<file path="src/rtl/dcache_adaptor_pkg.sv">
// Shared types and default sizes for the dcache line <-> memory beat adaptor.
package dcache_adaptor_pkg;

  localparam int BEAT_W_DEF = 64;
  localparam int LINE_W_DEF = 256;
  localparam int BEATS_DEF  = LINE_W_DEF / BEAT_W_DEF;

  typedef enum logic [1:0] {
    IDLE = 2'd0,
    RD   = 2'd1,
    WR   = 2'd2,
    DONE = 2'd3
  } state_t;

endpackage

</file>
<file path="src/rtl/dcache_line_adaptor.sv">
// Splits a dcache line write-back into memory beats and assembles memory
// read beats into a fill line. One request in flight at a time; a one-cycle
// resp_o pulse marks completion.
// Optional build macro: DCACHE_ADAPTOR_ADDR_ALIGN_EN forces address_o[4:0]
// to zero so memory always sees a line-aligned address.
module dcache_line_adaptor
  import dcache_adaptor_pkg::*;
#(
  parameter int BEAT_W = BEAT_W_DEF,
  parameter int LINE_W = LINE_W_DEF
) (
  input  logic              clk,
  input  logic              rst_n,
  input  logic [LINE_W-1:0] line_i,
  output logic [LINE_W-1:0] line_o,
  input  logic [31:0]       address_i,
  input  logic              read_i,
  input  logic              write_i,
  output logic              resp_o,
  input  logic [BEAT_W-1:0] burst_i,
  output logic [BEAT_W-1:0] burst_o,
  output logic [31:0]       address_o,
  output logic              read_o,
  output logic              write_o,
  input  logic              resp_i
);

  localparam int BEATS = LINE_W / BEAT_W;
  localparam int CNT_W = (BEATS > 1) ? $clog2(BEATS) : 1;
  localparam logic [CNT_W-1:0] LAST = CNT_W'(BEATS - 1);

  state_t             state, state_nxt;
  logic [CNT_W-1:0]   cnt;
  logic [LINE_W-1:0]  line_buf;
  logic [31:0]        addr_q;
  logic [31:0]        addr_in;
  logic               last_beat;

`ifdef DCACHE_ADAPTOR_ADDR_ALIGN_EN
  assign addr_in = {address_i[31:5], 5'b0};
`else
  assign addr_in = address_i;
`endif

  assign last_beat = resp_i && (cnt == LAST);

  // State register; reset abandons any burst in flight.
  always_ff @(posedge clk or negedge rst_n) begin
    if (!rst_n) state <= IDLE;
    else        state <= state_nxt;
  end

  // Next-state: write wins over read; DONE never accepts, so a request held
  // through DONE is only taken from IDLE on the following cycle.
  always_comb begin
    state_nxt = state;
    case (state)
      IDLE: begin
        if (write_i)     state_nxt = WR;
        else if (read_i) state_nxt = RD;
      end
      RD:      if (last_beat) state_nxt = DONE;
      WR:      if (last_beat) state_nxt = DONE;
      DONE:    state_nxt = IDLE;
      default: state_nxt = IDLE;
    endcase
  end

  // Datapath: latch request on acceptance, then move one beat per resp_i.
  always_ff @(posedge clk or negedge rst_n) begin
    if (!rst_n) begin
      cnt      <= '0;
      addr_q   <= '0;
      line_buf <= '0;
    end else begin
      case (state)
        IDLE: begin
          if (write_i || read_i) begin
            cnt    <= '0;
            addr_q <= addr_in;
            if (write_i) line_buf <= line_i;
          end
        end
        RD: begin
          if (resp_i) begin
            line_buf[cnt*BEAT_W +: BEAT_W] <= burst_i;
            cnt <= (cnt == LAST) ? '0 : cnt + 1'b1;
          end
        end
        WR: begin
          if (resp_i) cnt <= (cnt == LAST) ? '0 : cnt + 1'b1;
        end
        default: ;
      endcase
    end
  end

  // Outputs are pure decodes of state/counter/buffer, so reset clears them
  // immediately along with the registers.
  always_comb begin
    read_o    = 1'b0;
    write_o   = 1'b0;
    resp_o    = 1'b0;
    burst_o   = '0;
    line_o    = line_buf;
    address_o = addr_q;
    case (state)
      RD:   read_o  = 1'b1;
      WR: begin
        write_o = 1'b1;
        burst_o = line_buf[cnt*BEAT_W +: BEAT_W];
      end
      DONE: resp_o  = 1'b1;
      default: ;
    endcase
  end

endmodule

</file>
<file path="config.mk">
export PLATFORM = sky130hd
export DESIGN_NAME = dcache_line_adaptor
export DESIGN_NICKNAME = d
export VERILOG_FILES = /design/src/rtl/dcache_adaptor_pkg.sv /design/src/rtl/dcache_line_adaptor.sv
export SDC_FILE = /design/constraint.sdc
export NUM_CORES = 1
export LEC_CHECK = 0
export CORE_AREA = 3 3 279 281
export DETAILED_ROUTE_END_ITERATION = 10
export DIE_AREA = 0 0 282 284
export SYNTH_ARGS = -nofsm -noshare
export SYNTH_HDL_FRONTEND = slang
export SYNTH_SLANG_ARGS = --single-unit
</file>
<file path="constraint.sdc">
create_clock -name clk -period 3.6 [get_ports clk]
set_input_delay 0.72 -clock clk [delete_from_list [all_inputs] [get_ports clk]]
set_output_delay 0.72 -clock clk [all_outputs]
set_load 0.1 [all_outputs]
</file>
# [After elaboration in Yosys (flattened, before gate mapping)]
# Index checks and enable logic that the tools add are counted.
[totals] regBits=292 latchBits=0 ram_bits=0 memories=0 mem_bits_ro=0 output_inout_bits=355 inputBits=357
[classes] magnitude_cmp=0 reduce_logical=10 n_div=0 shifts=3 n_mux=17 mul=0 add_sub_neg=2 n_eq_ne=10 n_bitwise=0
[op_table] operator="$mux W256" count=3
[op_table] operator="$pmux W256 S2" count=1
[op_table] operator="$bwmux W256" count=1
[op_table] operator="$shift A64 B34 Y256 const A" count=1
[op_table] operator="$shiftx A256 B9 Y64" count=1
[op_table] operator="$shiftx A64 B34 Y256" count=1
[op_table] operator="$mux W64" count=1
[op_table] operator="$neg A8 Y34" count=1
[op_table] operator="$mux W2" count=6
[op_table] operator="$eq A2 B2 Y1 const B" count=3
[op_table] operator="$ne A2 B2 Y1 const B" count=3
[op_table] operator="$pmux W2 S3" count=1
[op_table] operator="$ne A2 B1 Y1 const B" count=2
[op_table] operator="$pmux W2 S2" count=1
[op_table] operator="$reduce_and A2 Y1" count=2
[op_table] operator="$reduce_and A4 Y1" count=1
[op_table] operator="$reduce_bool A2 Y1" count=2
[op_table] operator="$mux W1" count=3
[op_table] operator="$ne A3 B3 Y1 const B" count=1
[op_table] operator="$reduce_and A3 Y1" count=1
[op_table] operator="$add A2 B1 Y2 const B" count=1
[op_table] operator="$eq A2 B1 Y1 const B" count=1
[op_table] operator="$logic_not A2 Y1" count=1
[op_table] operator="$reduce_or A2 Y1" count=1
[op_table] operator="other kinds (2)" count=2

# [Logic depth before layout (Yosys ltp)]
# Gate-level depths: netlist of run 1.
[depth] word_depth=5 depth_mapped=10 depth_no_buf=5

# [Least setup slack after synthesis of run 1]
# Ideal clock, no wire load.
[synth_timing] path_kind="register -> output" start="register state[0]" end="output port burst_o[10]" required_ns=2.880 setup_slack_ns=0.329 n_path_buf=2 arrival_ns=2.551 stages_incl_launch_ff=6 path_cell_list="dfrtp_1 -> inv_1 -> ha_1 -> buf_1 -> clkbuf_1 -> and2_1"
[synth_between] elab_chain_len=2
[synth_lines] item="start: declaration" line_no="dcache_line_adaptor.sv:32" source="state_t state, state_nxt;"
[synth_lines] item="start signal: assignment" line_no="dcache_line_adaptor.sv:50" source="else state <= state_nxt;"
[synth_lines] item="$eq A2 B2 Y1" line_no="dcache_line_adaptor.sv:107" source="case (state)"
[synth_lines] item="$mux W64" line_no="dcache_line_adaptor.sv:107"
[synth_lines] item="end: declaration" line_no="dcache_line_adaptor.sv:21" source="output logic [BEAT_W-1:0] burst_o,"
# Every way passes these cells.

# [Worst setup path in the final report of run 1]
[layout_timing] start="register cnt[0]" end="output port burst_o[45]"
[layout_between] elab_chain_len=2
[layout_lines] item="start: declaration" line_no="dcache_line_adaptor.sv:33" source="logic [CNT_W-1:0] cnt;"
[layout_lines] item="start signal: assignment" line_no="dcache_line_adaptor.sv:87" source="cnt <= (cnt == LAST) ? '0 : cnt + 1'b1;"
[layout_lines] item="start signal: assignment" line_no="dcache_line_adaptor.sv:91" source="if (resp_i) cnt <= (cnt == LAST) ? '0 : cnt + 1'b1;"
[layout_lines] item="$shiftx A256 B9 Y64" line_no="dcache_line_adaptor.sv:111" source="burst_o = line_buf[cnt*BEAT_W +: BEAT_W];"
[layout_lines] item="$mux W64" line_no="dcache_line_adaptor.sv:107"
# Every way passes these cells.

==> results of run 1 <==
==> registers in the layout, summed over array words and instances (netlist names) <==
register,cells
cnt,2
state,2
line_o,256
address_o,32
==> cells by family after synthesis <==
| group | Yosys count | synth area share (%) |
|---|---|---|
| AOI/OAI and AO/OA | 264 | 15.4 |
| adders and majority gates | 10 | 0.725 |
| buffers and inverters | 156 | 5.40 |
| DFF | 292 | 42.4 |
| muxes | 357 | 28.6 |
| and+or+nand+nor | 211 | 7.51 |
==> metal layers <==
metal	track usage (%)	vias up	part of all wire, %
met1	21.8	7782	39
li1	-	6384	-
met5	0	-	0.017
met4	8.81	2	4.7
met3	4.47	172	7.7
met2	31.3	833	49
==> cell usage in the layout (no fill, tap or decap), types with 2 or more instances in the layout <==
master / n
nor2b_4: 5
mux2_2: 228
dfrtp_1: 290
diode_2: 3
a32o_1: 128
dfrtp_4: 2
clkdlybuf4s50_1: 602
clkbuf_1: 3
mux4_2: 64
buf_12: 48
nor2_1: 2
ha_1: 6
and2_1: 64
nor2b_1: 128
mux2_1: 12
clkinv_2: 5
mux2_4: 50
clkbuf_8: 16
mux2i_1: 2
inv_1: 6
a21oi_4: 4
buf_4: 107
clkbuf_16: 39
nand2_1: 9
ha_4: 3
a41o_1: 128
==> metrics by stage <==
stage	setup slack, ns	hold WS, ns	std cells	cell area (um2)	util (%)
finish	0.342	0.208	2946	26800	35.4
global route	0.207	0.225	2946	26800	35.4
CTS	0.264	0.202	2943	26800	35.3
detailed placement	0.670	0.491	2877	25500	33.7
global placement	0.711	0.488	2877	25500	33.7
floorplan	0.329	0.424	1290	17300	-
==> cell type report <==
type,count,area (um2)
Fill cell,7316,48900
Multi-Input combinational cell,842,9110
Timing Repair Buffer,758,7800
Sequential cell,292,7310
Tap cell,978,1220
Clock buffer,58,1210
Clock inverter,8,72.6
Inverter,7,28.8
Antenna cell,3,7.51
==> critical path: stages, from the launching register on <==
cell     delay [ns]
dfrtp_4        0.63
buf_12         0.29
mux4_2         0.54
and2_1         0.26
buf_12         0.20
==> path summary, 6_finish.rpt <==
check | end | cells after the start
worst max register to register | line_o[128] | 6
worst min register to register | address_o[1] | 1
min in group clk | address_o[1] | 1
worst max-delay path | burst_o[45] | 4
max in group asynchronous | line_o[118] | 2
worst min-delay path | address_o[22] | 1
==> results.py, run 1 <==
metrics = {
    "floorplanning": {
        "die_w_um": 282,
        "dieArea_mm2": 0.0801,
        "core_mm2": 0.0757,
        "ios": 712,
        "initial_utilization_pct": 22.8,
        "rows": 101,
        "die_y_um": 284,
    },
    "setup_path": {
        "end_kind": "primary output",
        "rrSetupSlack_ns": 0.74,
        "cp-startpoint": "cnt[0]",
        "crit_fanout": 25,
        "cp_data_arrival_time_ns": 2.54,
        "r2r_start": "cnt[0]",
        "worstPathRequired_ns": 2.88,
        "startpoint_type": "register",
        "crit_type": "register to primary output",
    },
    "synth": {
        "postSynthNetCount": 1657,
        "ys_seq_elements": 292,
        "syn-instance-count": 1290,
        "synth_area_per_cell_um2": 13.4,
        "synth_ff_type": "dfrtp_1",
        "ys_top_cells_by_area": "dfrtp_1 (42%), mux2_2 (15%), mux4_2 (8.4%)",
        "yosysUniqueCellTypes": 29,
        "seq_area_frac_synth_pct": 42.4,
        "yosys.area.top_type": "dfrtp_1",
        "synth_area_mm2": 0.0173,
        "synth_top_area_share_pct": 42.4,
        "async_reset_ff_share_pct": 100,
        "synth-edff-count": 0,
        "ys_top_cells_by_count": "dfrtp_1 (292), mux2_2 (228), nor2b_1 (133)",
        "ys_warn_count": 0,
        "yosysMostFrequentCell": "dfrtp_1",
    },
    "global_route": {
        "gr-usage-all-layers_pct": 18.5,
        "antenna_found_initial": 5,
        "grt_pass1_wl_um": 112000,
        "grt_pass1_vias": 16600,
        "overflow": 0,
        "grt_max_degree": 88,
    },
    "clock_tree": {
        "clock-sinks": 292,
        "post_cts_buffers": 0,
        "root_buffer": "clkbuf_16",
        "numCtsBuffers": 37,
        "cts_max_path_buffers": 3,
        "cts_max_level": 2,
        "cts_hold_buf": 0,
        "path_clk_slew_ns": 0.06,
        "cts_tree": "built",
        "cts_resized": 0,
        "clock_latency_ns": 0.55,
    },
    "timing": {
        "period_minus_slack_ns": 3.26,
        "slew_headroom_pct": 30.6,
        "drv_slew": 0,
        "tightest_slew_ns": 1.04,
        "setup_violations": 0,
        "period_share_pct": 90.5,
        "finClkSkew_ns": 0.0247,
        "finalHoldViolations": 0,
        "final.setup.tns_ns": 0,
        "rsz0062_at_grt": "no",
        "fmax_ghz": 0.307,
    },
    "drt": {
        "drt_iter0_markers": 820,
        "wl_um": 76600,
        "detail-route-antenna-nets": 0,
        "viasPerCell": 5.15,
        "first_pass_iters": 5,
        "route.detailed.drc": 0,
        "num_vias": 15200,
        "post_drt_wl_per_cell_um": 26.0,
    },
    "final_layout": {
        "drive_gt1_share_pct": 29.6,
        "nets": 2305,
        "area.growth.synth_to_final_pct": 55.2,
    },
    "placement": {
        "gp_congestion": 0.882,
        "hpwl_um": 55700,
        "portBuffers": 711,
    },
    "flow_run": {
        "max-cap-violations": 0,
    },
    "run_status": {
        "status": "finished clean",
    },
    "hold_path": {
        "holdCritPathClass": "primary input to asynchronous set/reset pin",
    },
}
Power of run 1 is not shown: default switching activity piles up to over one toggle a cycle in this logic, so the estimate is an artifact.
==> inputs of run 2 (changes only) <==
--- a/config.mk
+++ b/config.mk
@@ -8,6 +8,7 @@
 export CORE_AREA = 3 3 279 281
 export DETAILED_ROUTE_END_ITERATION = 10
 export DIE_AREA = 0 0 282 284
+export SLEW_MARGIN = 20
 export SYNTH_ARGS = -nofsm -noshare
 export SYNTH_HDL_FRONTEND = slang
 export SYNTH_SLANG_ARGS = --single-unit
==> constraint.sdc (replaced) <==
create_clock -name clk -period 3.1 [get_ports clk]
set_input_delay 0.62 -clock clk [delete_from_list [all_inputs] [get_ports clk]]
set_output_delay 0.62 -clock clk [all_outputs]
set_load 0.1 [all_outputs]
==> results.py, run 2 (synthesis results as in run 1) <==
metrics = {
    "run_status": {
        "status": "finished clean",
    },
    "drt": {
        "dr_wl_met2_um": 39400,
        "wl_met3_um": 5980,
        "drt_iter0_markers": 835,
        "drt-met1-wl_um": 29900,
        "wl_um": 78500,
        "post_drt_wl_per_cell_um": 26.6,
        "first_pass_iters": 5,
        "detail-route-antenna-nets": 0,
        "route.detailed.drc": 0,
        "viasPerCell": 5.16,
        "top_layer": "met5",
        "num_vias": 15200,
    },
    "setup_path": {
        "reg2reg_depth": 6,
        "r2r_start": "cnt[0]",
        "crit_fanout": 30,
        "startpoint_type": "register",
        "rrSetupSlack_ns": 0.27,
        "crit_type": "register to primary output",
        "cp_data_arrival_time_ns": 2.38,
        "end_kind": "primary output",
        "timing.rr.end": "line_o[168]",
        "cp-startpoint": "cnt[0]",
        "worstPathRequired_ns": 2.48,
    },
    "placement": {
        "gp_congestion": 0.843,
        "portBuffers": 711,
        "dpl_cell_area_mm2": 0.0254,
        "post-place-cells": 2874,
        "hpwl_um": 56700,
    },
    "floorplanning": {
        "die_y_um": 284,
        "die_w_um": 282,
        "ios": 712,
        "core_mm2": 0.0757,
        "rows": 101,
        "dieArea_mm2": 0.0801,
        "initial_utilization_pct": 22.8,
    },
    "timing": {
        "tightest_slew_ns": 1.07,
        "setup_violations": 0,
        "finalHoldViolations": 0,
        "finClkSkew_ns": 0.0147,
        "period_minus_slack_ns": 3.00,
        "slew_headroom_pct": 28.3,
        "drv_slew": 0,
        "period_share_pct": 96.7,
        "fmax_ghz": 0.334,
        "rsz0062_at_grt": "yes",
    },
    "final_layout": {
        "instances_no_fill": 2945,
        "drive_gt1_share_pct": 44.8,
        "layout_commonest_cell": "clkdlybuf4s50_1",
        "area.growth.synth_to_final_pct": 54.4,
        "nets": 2303,
        "final_area_mm2": 0.0266,
        "largest_register_ffs": 256,
        "final_cell_mix": "clkdlybuf4s50_1 (355), buf_4 (309), dfrtp_1 (290), mux2_2 (228)",
    },
    "global_route": {
        "grt_max_degree": 96,
        "overflow": 0,
        "grt_pass1_wl_um": 113000,
        "grt_pass1_vias": 16500,
        "gr-usage-all-layers_pct": 18.7,
        "antenna_found_initial": 10,
    },
    "clock_tree": {
        "cts_tree": "built",
        "clock_latency_ns": 0.54,
        "numCtsBuffers": 38,
        "cts_hold_buf": 0,
        "cts_max_path_buffers": 3,
        "clock-sinks": 292,
        "root_buffer": "clkbuf_16",
        "path_clk_slew_ns": 0.06,
        "cts_max_level": 2,
    },
    "hold_path": {
        "holdCritPathClass": "primary input to asynchronous set/reset pin",
    },
    "flow_run": {
        "max-cap-violations": 0,
    },
}
==> run 2: cell count changes in the layout (fill, tap and decap cells not counted), sizes merged <==
cell           previous run  this run
clkdlybuf4s50           602       355
buf                     156       400
clkinv                    6         9
diode                     3         6
clkbuf                   58        54
==> run 2: timing repair <==
| action | in CTS | in global routing |
|---|---|---|
| gates resized for setup | 0 | 8 |
| setup buffers | 0 | 0 |
| setup endpoints to repair | 0 | 47 |
==> run 2: worst max-delay path by stage <==
stage                              to  depth (start not counted)
after floorplan            burst_o[0]                          4
after global placement    line_o[166]                          6
after CTS                 burst_o[63]                          4
after detailed placement  line_o[147]                          6
final                     burst_o[16]                          4
after global routing      burst_o[16]                          4
==> run 2: area by class of cell <==
| cell class | count | area, um2 |
|---|---|---|
| clock inverters | 11 | 87.6 |
| multi-input cells | 842 | 9180 |
| clock buffers | 54 | 1090 |
| well taps | 978 | 1220 |
| flip-flops and latches | 292 | 7310 |
| fillers | 7394 | 49100 |
| inverters | 7 | 28.8 |
| diodes | 6 | 15.0 |
| repair buffers | 755 | 7690 |
==> run 2: per-layer routing <==
| metal | vias to the layer above | GRT usage, % |
|---|---|---|
| met5 | - | 0 |
| met4 | 4 | 8.12 |
| met3 | 169 | 4.41 |
| met2 | 770 | 32.9 |
| met1 | 7862 | 21.5 |
| li1 | 6383 | - |
==> run 2: per-stage QoR <==
| stage | TNS (ns) | hold WS (ns) | setup WS (ns) | utilization (%) |
|---|---|---|---|---|
| after detailed placement | 0 | 0.494 | 0.153 | 33.6 |
| after global placement | 0 | 0.494 | 0.250 | 33.6 |
| after floorplan | 0 | 0.324 | 0.132 | - |
| final | 0 | 0.0526 | 0.102 | 35.2 |
| after global routing | -0.00423 | 0.0608 | -0.00423 | 35.2 |
| after CTS | 0 | 0.0393 | 0.0249 | 35.1 |
==> run 2: worst max-delay path, cell delays in order, from the launching register on <==
cell	delay (ns)
dfrtp_4	0.50
buf_12	0.32
mux4_2	0.59
and2_2	0.24
buf_12	0.17
Power of run 2 is left out for the same reason.
